<file path="config.mk">
export PLATFORM = sky130hd
export DESIGN_NAME = operand_loader
export DESIGN_NICKNAME = d
export VERILOG_FILES = /design/src/rtl/operand_loader.sv
export SDC_FILE = /design/constraint.sdc
export NUM_CORES = 1
export LEC_CHECK = 0
export CAP_MARGIN = 10
export CELL_PAD_IN_SITES_DETAIL_PLACEMENT = 1
export CELL_PAD_IN_SITES_GLOBAL_PLACEMENT = 1
export CORE_MARGIN = 2
export CORE_UTILIZATION = 45
export CTS_CLUSTER_SIZE = 24
export DETAILED_ROUTE_END_ITERATION = 16
export GPL_ROUTABILITY_DRIVEN = 0
export PLACE_DENSITY = 0.84
export SLEW_MARGIN = 20
export SYNTH_ARGS = -nofsm -noshare
export SYNTH_HDL_FRONTEND = slang
export SYNTH_SLANG_ARGS = --single-unit
</file>
<file path="constraint.sdc">
create_clock -name clk -period 1.78 [get_ports clk]
set_input_delay 0.356 -clock clk [delete_from_list [all_inputs] [get_ports clk]]
set_output_delay 0.356 -clock clk [all_outputs]
set_load 0.005 [all_outputs]
</file>
<file path="src/rtl/operand_loader.sv">
`default_nettype none
// ============================================================================
// Module   : operand_loader
// Function : Front end for the 4-bit ALU. Synchronises and debounces three
//            push buttons, captures the synchronised switch value into
//            operand A, operand B or the opcode on each debounced press,
//            and flags when all three fields hold valid data.
// Revision : 1.0 - initial release
// ============================================================================
module operand_loader #(
  parameter int DEBOUNCE_CYCLES = 500000,
  parameter int CNT_W           = 20
) (
  input  logic       clk,
  input  logic       rst_n,
  input  logic       push1,
  input  logic       push2,
  input  logic       push3,
  input  logic [3:0] no,
  output logic [3:0] a,
  output logic [3:0] b,
  output logic [1:0] select,
  output logic [2:0] loaded,
  output logic       valid,
  output logic       start
);

  localparam logic [CNT_W-1:0] C_CNT_LAST = CNT_W'(DEBOUNCE_CYCLES - 1);

  typedef enum logic [0:0] {
    S_EMPTY = 1'b0,
    S_READY = 1'b1
  } state_t;

  // Two-stage synchronisers for buttons and switches
  logic [2:0] push_s1_q, push_s1_d, push_s2_q, push_s2_d;
  logic [3:0] no_s1_q, no_s1_d, no_s2_q, no_s2_d;

  // Debounced button levels and their one-cycle-old copy for edge detection
  logic [2:0] db_vec;
  logic [2:0] db_prev_q, db_prev_d;
  logic [2:0] rise;

  // Captured fields and control
  logic [3:0] a_q, a_d, b_q, b_d;
  logic [1:0] select_q, select_d;
  logic [2:0] loaded_q, loaded_d;
  logic       load_pulse_q, load_pulse_d;
  logic       start_q, start_d;
  state_t     state_q, state_d;

  // One debouncer per button: flips only after an unbroken run of mismatches
  genvar gi;
  generate
    for (gi = 0; gi < 3; gi++) begin : g_debounce
      logic [CNT_W-1:0] cnt_q, cnt_d;
      logic             db_q, db_d;

      // Next-state for counter and debounced level
      always_comb begin
        cnt_d = cnt_q;
        db_d  = db_q;
        if (push_s2_q[gi] == db_q) begin
          cnt_d = '0;
        end else if (cnt_q == C_CNT_LAST) begin
          db_d  = push_s2_q[gi];
          cnt_d = '0;
        end else begin
          cnt_d = cnt_q + CNT_W'(1);
        end
      end

      // Debouncer state registers
      always_ff @(posedge clk) begin
        if (!rst_n) begin
          cnt_q <= '0;
          db_q  <= 1'b0;
        end else begin
          cnt_q <= cnt_d;
          db_q  <= db_d;
        end
      end

      assign db_vec[gi] = db_q;
    end
  endgenerate

  assign rise = db_vec & ~db_prev_q;

  // Next-state for synchronisers, field capture, priority and start pulse
  always_comb begin
    push_s1_d    = {push3, push2, push1};
    push_s2_d    = push_s1_q;
    no_s1_d      = no;
    no_s2_d      = no_s1_q;
    db_prev_d    = db_vec;
    a_d          = a_q;
    b_d          = b_q;
    select_d     = select_q;
    loaded_d     = loaded_q;
    state_d      = state_q;
    load_pulse_d = |rise;
    // push1 wins over push2 wins over push3; losers in the same cycle are dropped
    if (rise[0]) begin
      a_d         = no_s2_q;
      loaded_d[0] = 1'b1;
    end else if (rise[1]) begin
      b_d         = no_s2_q;
      loaded_d[1] = 1'b1;
    end else if (rise[2]) begin
      select_d    = no_s2_q[1:0];
      loaded_d[2] = 1'b1;
    end
    if (loaded_d == 3'b111) begin
      state_d = S_READY;
    end
    // The pulse trails the load by one cycle so the ALU sees settled operands
    start_d = load_pulse_q && (state_q == S_READY);
  end

  // Main state registers
  always_ff @(posedge clk) begin
    if (!rst_n) begin
      push_s1_q    <= '0;
      push_s2_q    <= '0;
      no_s1_q      <= '0;
      no_s2_q      <= '0;
      db_prev_q    <= '0;
      a_q          <= '0;
      b_q          <= '0;
      select_q     <= '0;
      loaded_q     <= '0;
      load_pulse_q <= 1'b0;
      start_q      <= 1'b0;
      state_q      <= S_EMPTY;
    end else begin
      push_s1_q    <= push_s1_d;
      push_s2_q    <= push_s2_d;
      no_s1_q      <= no_s1_d;
      no_s2_q      <= no_s2_d;
      db_prev_q    <= db_prev_d;
      a_q          <= a_d;
      b_q          <= b_d;
      select_q     <= select_d;
      loaded_q     <= loaded_d;
      load_pulse_q <= load_pulse_d;
      start_q      <= start_d;
      state_q      <= state_d;
    end
  end

  assign a      = a_q;
  assign b      = b_q;
  assign select = select_q;
  assign loaded = loaded_q;
  assign valid  = (state_q == S_READY);
  assign start  = start_q;

endmodule
`default_nettype wire
</file>
==> flow_summary.ini <==
[status]
outcome = finished clean

[timing]
hold_violations = 0
timing.fmax_ghz = 0.576
fin_ws_ps = 44.8
layout_min_cycle_time_ps = 1740
setup_viol = 0
finalHoldWorstSlack_ps = 446
tns_ps = 0
worstMarginPinSlew_ps = 535
relSlewSlack = 0.638
finalCritPeriodShare = 0.975
final_max_slew_viol_count = 0
worst_clock_skew_ps = 12.4

[routing]
wire_per_inst_um = 15.5
dr.first_iter.drc_count = 33
firstDrtPassIters = 4
ant_nets = 0
drcViolationCount = 0
wl_mm = 8.87
num_vias = 3070
via_per_inst = 5.36

[power]
intPower_mw = 2.88
comb_power_share = 0.018
power-per-cell-area_nw_per_um2 = 807
swShare = 0.233
clock_power_share = 0.404
leakagePower_nw = 1.57
p_seq_frac = 0.578
ir_drop_v = 0.000490
switching_power_mw = 0.876
power_mw = 3.76

[cells_and_area]
nFillCells = 959
most-common-layout-cells = dfxtp_1 (93), nor2_1 (55), nand2_1 (25), xor2_1 (25), buf_4 (25)
layout_commonest_cell = dfxtp_1
final_cells = 573
syn2layout_area_growth_pct = 19.7
diodes = 0
fin_util = 0.561
fin_nets = 475
drive_above_1_share = 0.139
finalInstanceArea_sq_um = 4650

[setup_path]
rr_worst_depth = 5
end_kind = register
worstPathMaxFanout = 7
worstPathRequired_ps = 2060
worstSetupPathType = register to register
cp.arrival_ps = 2010
startpoint_type = register

[floorplan]
ios = 24
rows = 33
die_x_um = 97.0
start_util = 0.469
die_area_sq_um = 9400
core_sq_um = 8300
fp.dieH_um = 97.0

[synthesis]
synthFlopType = dfxtp_1
synthAdderAreaFrac = 0.00965
netlist_area_sq_um = 3890
synth_edf_count = 0
synth_xor_area_frac = 0.0991
synth-async-reset-ratio = 0
yosysWarnings = 0
synth-compound-area-share = 0.0550
postSynthCellCount = 416
synthDistinctLibCells = 40
synth_top_family_by_area = simple AND/OR/NAND/NOR gates
seq_area_frac_synth = 0.494
syn-num-nets = 428
synth.avg_cell_area_sq_um = 9.35
muxShareOfSynthArea = 0.0309
yosys.area_share.simple = 0.283
synth.ff_latch_count = 96

[clock_network]
clk_latency_ps = 380
numClockSinks = 96
cts_hold_buf = 0
clk_pin_slew_ps = 110
cts_inserted_buffers = 9
clockRootBuffer = clkbuf_8
clk_path_buf_depth = 2
htreeDepth = 3
cts_tree = done

[grt]
grt_use_total = 0.194
antenna_found_initial = 0
grt_pass1_wl_mm = 15.0
grt_overflow_total = 0
grt_pass1_vias = 3222
grt_max_degree = 21

[placement]
postPlaceCellArea_sq_um = 4370
pre_cts_ws_ps = 68.8
numPortBuffers = 23
dp_cells = 555
dpl.hpwl_mm = 6.17

[min_path]
hp-class = register to register
min_path_cells = 1

[job]
drv_cap = 0
==> power groups by stage <==
stage          registers, mW  logic (mW)  clock network, mW
3_5_place_dp            2.22      0.0663                  0
5_1_grt                 2.17      0.0759               1.64
2_1_floorplan           2.22      0.0375                  0
3_3_place_gp            2.22      0.0640                  0
4_1_cts                 2.17      0.0669               1.54
6_report                2.17      0.0686               1.52
==> cell families (layout without fill, tap and decap cells) <==
logic type / after synthesis / in the layout
AND/OR/NAND/NOR: 202 / 202
XOR/XNOR: 44 / 44
buffers and inverters: 24 / 76
AO/OA/AOI/OAI: 35 / 35
flip-flops: 96 / 96
adder cells (fa/ha/maj): 3 / 3
multiplexers: 12 / 12
==> what timing repair did <==
item                                    CTS  global route
endpoints found under the setup margin    0            51
gates resized for setup                   0            17
hold endpoints to repair                  0             0
setup buffers                             0             1
==> critical path: stages (launching register included) <==
cell     delay (ps)
dfxtp_1         360
or4b_1          590
nor3_4          260
a31o_2          210
buf_4           160
nor2_1           60
==> flip-flops by register name, indices dropped and copies added, names as in the netlist, 3 cells and up <==
| name | count |
|---|---|
| push_s2_q | 3 |
| g_debounce.cnt_q | 60 |
| loaded | 3 |
| a | 4 |
| no_s2_q | 4 |
| b | 4 |
| push_s1_q | 3 |
| db_prev_q | 3 |
| no_s1_q | 4 |
| g_debounce.db_q | 3 |
==> layer usage <==
| metal | GRT usage | vias up | wire, um |
|---|---|---|---|
| met5 | 0 | - | 0 |
| met4 | 0.0672 | 0 | 110 |
| met3 | 0.0441 | 8 | 186 |
| met2 | 0.353 | 23 | 4650 |
| met1 | 0.221 | 1510 | 3930 |
| li1 | - | 1529 | - |
==> cell type report <==
class	count	area, sq um	share of cell area
inverters	9	33.8	0.00726
clock buffers	9	124	0.0266
flip-flops and latches	96	1930	0.414
clock inverters	7	85.1	0.0183
multi-input cells	296	1910	0.410
repair buffers	51	445	0.0957
well taps	105	131	0.0282
==> Yosys cell counts, types with 10 or more instances <==
| cell | instances | area share |
|---|---|---|
| nand4_1 | 17 | 0.027 |
| nand2_1 | 25 | 0.024 |
| xnor2_1 | 19 | 0.043 |
| dfxtp_1 | 96 | 0.49 |
| nor2_1 | 55 | 0.053 |
| and2_1 | 16 | 0.026 |
| clkbuf_1 | 10 | 0.0097 |
| a21oi_1 | 13 | 0.017 |
| mux2i_1 | 12 | 0.031 |
| xor2_1 | 25 | 0.056 |
| nand3_1 | 19 | 0.024 |
| nor2b_1 | 14 | 0.023 |
==> final timing paths <==
path / start / endpoint / slack [ps]
max: g_debounce[1].cnt_q[14]$_SDFF_PP0_ / g_debounce[1].cnt_q[5]$_SDFF_PP0_ / 40
min: no_s1_q[2]$_SDFF_PN0_ / no_s2_q[2]$_SDFF_PN0_ / 450
max reg2reg: g_debounce[1].cnt_q[14]$_SDFF_PP0_ / g_debounce[1].cnt_q[5]$_SDFF_PP0_ / 40
min reg2reg: no_s1_q[2]$_SDFF_PN0_ / no_s2_q[2]$_SDFF_PN0_ / 450
Note: power is estimated with default switching activity, not from simulation.
